<file path="src/rtl/bit_serializer.sv">
// bit_serializer: parallel word in over valid/ready, one bit per clock out, optional idle gap and frame counter.
module bit_serializer #(
  parameter int WIDTH      = 8,
  parameter int MSB_FIRST  = 1,
  parameter int GAP_CYCLES = 0,
  parameter int IDLE_LEVEL = 0,
  parameter int COUNT_W    = 16
) (
  input  logic               clk,
  input  logic               reset,
  input  logic [WIDTH-1:0]   data_in,
  input  logic               data_valid,
  output logic               data_ready,
  output logic               serial_out,
  output logic               serial_valid,
  output logic               frame_done,
  output logic [COUNT_W-1:0] frame_count
);
  localparam int CW = $clog2(WIDTH);
  typedef enum logic [1:0] {IDLE, SHIFT, GAP} state_t;
  state_t state_q, state_d;
  logic [CW-1:0] cnt_q, cnt_d;
  logic [7:0] gap_q, gap_d;
  logic [WIDTH-1:0] shreg_q, shreg_d;
  logic serial_out_q, serial_out_d, serial_valid_q, serial_valid_d, frame_done_q, frame_done_d;
  logic [COUNT_W-1:0] frame_count_q, frame_count_d;
  logic last, take;
  always_comb begin
    last = state_q == SHIFT && cnt_q == CW'(WIDTH-1);
    data_ready = !reset && (state_q == IDLE || (last && GAP_CYCLES == 0));
    take = data_valid && data_ready;
    state_d = state_q;
    cnt_d = cnt_q;
    gap_d = gap_q;
    shreg_d = shreg_q;
    frame_done_d = last;
    frame_count_d = frame_count_q + COUNT_W'(last);
    if (take) begin
      state_d = SHIFT;
      cnt_d = '0;
      shreg_d = data_in;
    end else if (state_q == SHIFT) begin
      shreg_d = MSB_FIRST != 0 ? shreg_q << 1 : shreg_q >> 1;
      cnt_d = cnt_q + 1'b1;
      gap_d = '0;
      if (last) state_d = GAP_CYCLES > 0 ? GAP : IDLE;
    end else if (state_q == GAP) begin
      gap_d = gap_q + 8'd1;
      if (gap_q == 8'(GAP_CYCLES-1)) state_d = IDLE;
    end
    // outputs are registered, so they are derived from the state being entered
    serial_valid_d = state_d == SHIFT;
    serial_out_d = state_d == SHIFT ? (MSB_FIRST != 0 ? shreg_d[WIDTH-1] : shreg_d[0]) : 1'(IDLE_LEVEL);
  end
  always_ff @(posedge clk) begin
    if (reset) begin
      state_q <= IDLE;
      cnt_q <= '0;
      gap_q <= '0;
      shreg_q <= '0;
      serial_out_q <= 1'(IDLE_LEVEL);
      serial_valid_q <= 1'b0;
      frame_done_q <= 1'b0;
      frame_count_q <= '0;
    end else begin
      state_q <= state_d;
      cnt_q <= cnt_d;
      gap_q <= gap_d;
      shreg_q <= shreg_d;
      serial_out_q <= serial_out_d;
      serial_valid_q <= serial_valid_d;
      frame_done_q <= frame_done_d;
      frame_count_q <= frame_count_d;
    end
  end
  assign serial_out = serial_out_q;
  assign serial_valid = serial_valid_q;
  assign frame_done = frame_done_q;
  assign frame_count = frame_count_q;
endmodule
</file>
<file path="config.mk">
export PLATFORM = sky130hd
export DESIGN_NAME = bit_serializer
export DESIGN_NICKNAME = d
export VERILOG_FILES = /design/src/rtl/bit_serializer.sv
export SDC_FILE = /design/constraint.sdc
export NUM_CORES = 1
export LEC_CHECK = 0
export ABC_AREA = 1
export BUFFER_PORTS_ARGS = -buffer_cell sky130_fd_sc_hd__buf_2
export CAP_MARGIN = 20
export CORE_MARGIN = 3
export CORE_UTILIZATION = 59
export CTS_BUF_LIST = sky130_fd_sc_hd__clkbuf_16
export DETAILED_ROUTE_END_ITERATION = 7
export MAX_ROUTING_LAYER = met4
export PLACE_DENSITY = 0.83
export SETUP_SLACK_MARGIN = 0.2
export SKIP_LAST_GASP = 1
export SYNTH_ARGS = -nofsm -noshare
export SYNTH_HDL_FRONTEND = slang
export SYNTH_SLANG_ARGS = --single-unit
</file>
<file path="constraint.sdc">
create_clock -name clk -period 3.3 [get_ports clk]
set_clock_uncertainty 0.05 [all_clocks]
set_input_delay 0.495 -clock clk [delete_from_list [all_inputs] [get_ports clk]]
set_output_delay 0.495 -clock clk [all_outputs]
set_load 0.005 [all_outputs]
</file>
==> reports/qor.log <==
[synth] number of synthesis warnings 0
[synth] fraction of the yosys area taken by sequential cells 41.7%
[setup_path] Critical Path Sink Type register
[synth] post-synthesis register bit count 40
[setup_path] worst setup path category register to register
[setup_path] Crit path largest cell delay 0.33 ns
[sta] setup slack after layout 1.08 ns
[sta] tightest slew margin relative to the limit 75.4%
[synth] cell area after technology mapping 1920 µm²
[sta] Worst-Margin Slew 0.369 ns
[setup_path] reg2reg end frame_count[10]
[global_routing] gr ovfl total 0
[synth] async set or reset register ratio after synthesis 0%
[sta] RSZ-0062 raised after global routing false
[hold_path] type of the worst min-delay path register to register
[sta] Max Freq 450 MHz
[clocking] clock root buffer clkbuf_16
[cells_and_area] Area growth, synth to finish 17.6%
[cells_and_area] Finished Cell Area 2260 µm²
[global_routing] maximum number of pins on one net before global-route repair 25
[power] peak ir drop on the vdd network 330 µV
[sta] aggregate negative setup slack 0 ns
[route] Routed wire per std cell 11.7 µm
[setup_path] standard cell with the maximum stage delay on the critical path dfxtp_1
[cells_and_area] Sequential cell area 801 µm²
[setup_path] Max FO, Critical Path 15
[placement] Port Buffers 30
[placement] global placer's final weighted congestion 0.792
[synth] Synthesized Nets 273
[clocking] post-CTS setup buffer count 0
[cells_and_area] count of nets after finishing 305
[synth] cell types with the highest counts after synthesis 50 x nand2_1, 44 x nor2_1, 40 x dfxtp_1, 26 x inv_1, 17 x a21oi_1
[setup_path] Worst Path Required 3.42 ns
[clocking] number of gates resized after CTS 0
[cells_and_area] antenna diode count 0
[route] number of iterations in the first detailed-routing pass 4
[clocking] number of clock buffers inserted by TritonCTS 5
[clocking] buffers from clock root to sink, at most 2
[cells_and_area] number of standard cells in the layout, taps in and fillers out 330
[cells_and_area] footprint of the multi-input gates 963 µm²
[placement] hpwl dp 2.68 mm
[global_routing] global-route total usage across every layer 22.1%
[floorplan] site row count 20
[floorplan] horizontal die dimension 63.0 µm
[hold_path] number of cells on the worst hold path 2
[setup_path] cells traversed along the worst timing path inv_1 > ha_1 > buf_4 > nand2_2 > inv_1 > ha_1 > ha_1 > nand2_1 > nor2_2 > nand3_1 > nor2_1 > nand2_1 > nand2_1 > a21oi_1
[cells_and_area] share of cells above drive strength 1 19.6%
[global_routing] number of global-route vias before repair 1594
[synth] cell with the most instances after synthesis nand2_1
[setup_path] r2r worst-path depth 14
[synth] synthesized netlist cell count 253
[synth] Synth area leaders dfxtp_1 42%, nand2_1 9.8%, nor2_1 8.6%
[setup_path] Setup crit start state_q[1]
[clocking] clock latency on the worst-skew pair 0.28 ns
[synth] most used flip-flop cell after synthesis dfxtp_1
[sta] max-slew violation count 0
[sta] final-report hold violation count 0
[synth] number of distinct standard cells referenced by the synthesized netlist 32
[route] ANT nets after route 0
[hold_path] critical hold path startpoint cnt_q[2]
[synth] mean instance size in the synthesized netlist 7.58 µm²
[clocking] clock sink total 40
[route] final routed wirelength across all metal layers 3.85 mm
[route] detailed-route via count 1653
[synth] Post-synth EDFFs 0
[clocking] clock tree from TritonCTS built
[clocking] total number of H-tree levels 2
[floorplan] initial cell density of the core 62.3%
[placement] instance area at placement 2090 µm²
[power] Lkg Pwr 0.983 nW
[global_routing] number of antenna violations at the first check in global routing 0
[floorplan] die boundary height 63.0 µm
[sta] final critical-path share of the clock period 67.3%
[setup_path] setup slack on the worst flop-to-flop path 1.08 ns
[setup_path] Crit path arrival time 2.34 ns
[setup_path] reg2reg start state_q[1]
[cells_and_area] Finished Core Util 73.3%
[status] run status completed
[clocking] Clock transition at path regs 0.06 ns
[floorplan] area of the die 3970 µm²
[route] detailed-route DRC error count 0
[sta] minimum clock period after layout 2.22 ns
[cells_and_area] number of fill cells 254
[synth] area share of the leading cell type in the synthesized netlist 41.7%
[floorplan] number of I/O pins 31
[power] power per standard cell area 483 nW/µm²
[route] Via-to-Cell Ratio 5.01
[global_routing] first-pass GRT wire length 6.77 mm
[hold_path] endpoint with the worst hold slack cnt_q[2]
[placement] Inst Count DP 322
[placement] setup slack after placement 1.09 ns
[clocking] number of buffers added to fix hold violations after cts 0
[setup_path] CP Launch Type register
[job] number of max-capacitance violations reported 0
[floorplan] Std-Cell Core Area 3080 µm²
[sta] count of endpoints failing setup in the final report 0
[route] DRT iter0 DRCs 113
[synth] Synth area leader dfxtp_1
## state kept, by name (all words and copies together) (netlist names)
register,count
cnt_q,3
frame_done,1
state_q,2
shreg_q,8
frame_count,16
gap_q,8
serial_valid,1
serial_out,1
## cell families after synthesis
| group | Yosys count | synth area share, % |
|---|---|---|
| xor gates and xnor gates | 3 | 1.37 |
| adders and majority gates | 9 | 5.87 |
| buffers and inverters | 36 | 8.02 |
| DFF | 40 | 41.7 |
| and+or+nand+nor | 127 | 29.3 |
| AOI/OAI and AO/OA | 38 | 13.7 |
## power by group
part	switching, mW	internal [mW]
logic	0.0397	0.0234
clock network	0.178	0.351
registers	0.00473	0.493
## layout by cell type (no fill, tap or decap), types with 3 or more instances in the layout
cell type | synthesis | layout
nand4_1 | 7 | 7
nor2_1 | 44 | 44
inv_1 | 26 | 26
a21oi_1 | 17 | 17
o21ai_0 | 5 | 5
ha_1 | 9 | 9
nor3_1 | 3 | 3
inv_2 | 3 | 3
nand3_1 | 12 | 12
nand2_1 | 50 | 50
nand2_2 | 3 | 3
a211oi_2 | 6 | 6
buf_2 | 3 | 30
dfxtp_1 | 40 | 40
a21boi_0 | 5 | 5
clkbuf_16 | 0 | 5
## through the flow
step                      hold slack [ns]  power [mW]
final                               0.418        1.09
after global routing                0.433        1.13
after CTS                           0.423        1.10
after detailed placement            0.416       0.570
after global placement              0.407       0.569
after floorplan                     0.389       0.555
## critical path, delay by kind of cell, from the launching register on
family	cells	cell delay, ns
buffers and inverters	3	0.39
AO/OA/AOI/OAI	1	0.04
flip-flops	1	0.33
adder cells (fa/ha/maj)	3	0.49
AND/OR/NAND/NOR	7	0.81
## final cells by class
type / instances / area share [%]
Sequential cell: 40 / 35.5
Inverter: 29 / 4.83
Clock buffer: 5 / 5.55
Tap cell: 44 / 2.44
Clock inverter: 3 / 1.66
Multi-Input combinational cell: 177 / 42.7
Timing Repair Buffer: 32 / 7.32
## how the worst max path moves through the flow
stage | depth (start not counted) | slack [ns] | end
CTS | 13 | 1.06 | frame_count[15]
detailed placement | 13 | 1.09 | frame_count[15]
global placement | 13 | 1.21 | frame_count[15]
floorplan | 13 | 1.41 | frame_count[10]
global route | 13 | 0.81 | frame_count[15]
finish | 14 | 1.08 | frame_count[10]
## routing by layer
metal | share of wire (%) | track usage, % | wire [µm] | vias up
met4 | 1.7 | 9.09 | 65 | 0
met3 | 5.0 | 5.94 | 191 | 6
met5 | 0 | - | 0 | -
met2 | 47 | 36.6 | 1810 | 31
met1 | 46 | 25.0 | 1790 | 736
li1 | - | - | - | 880
No activity file was read; power rests on OpenSTA's default activity.
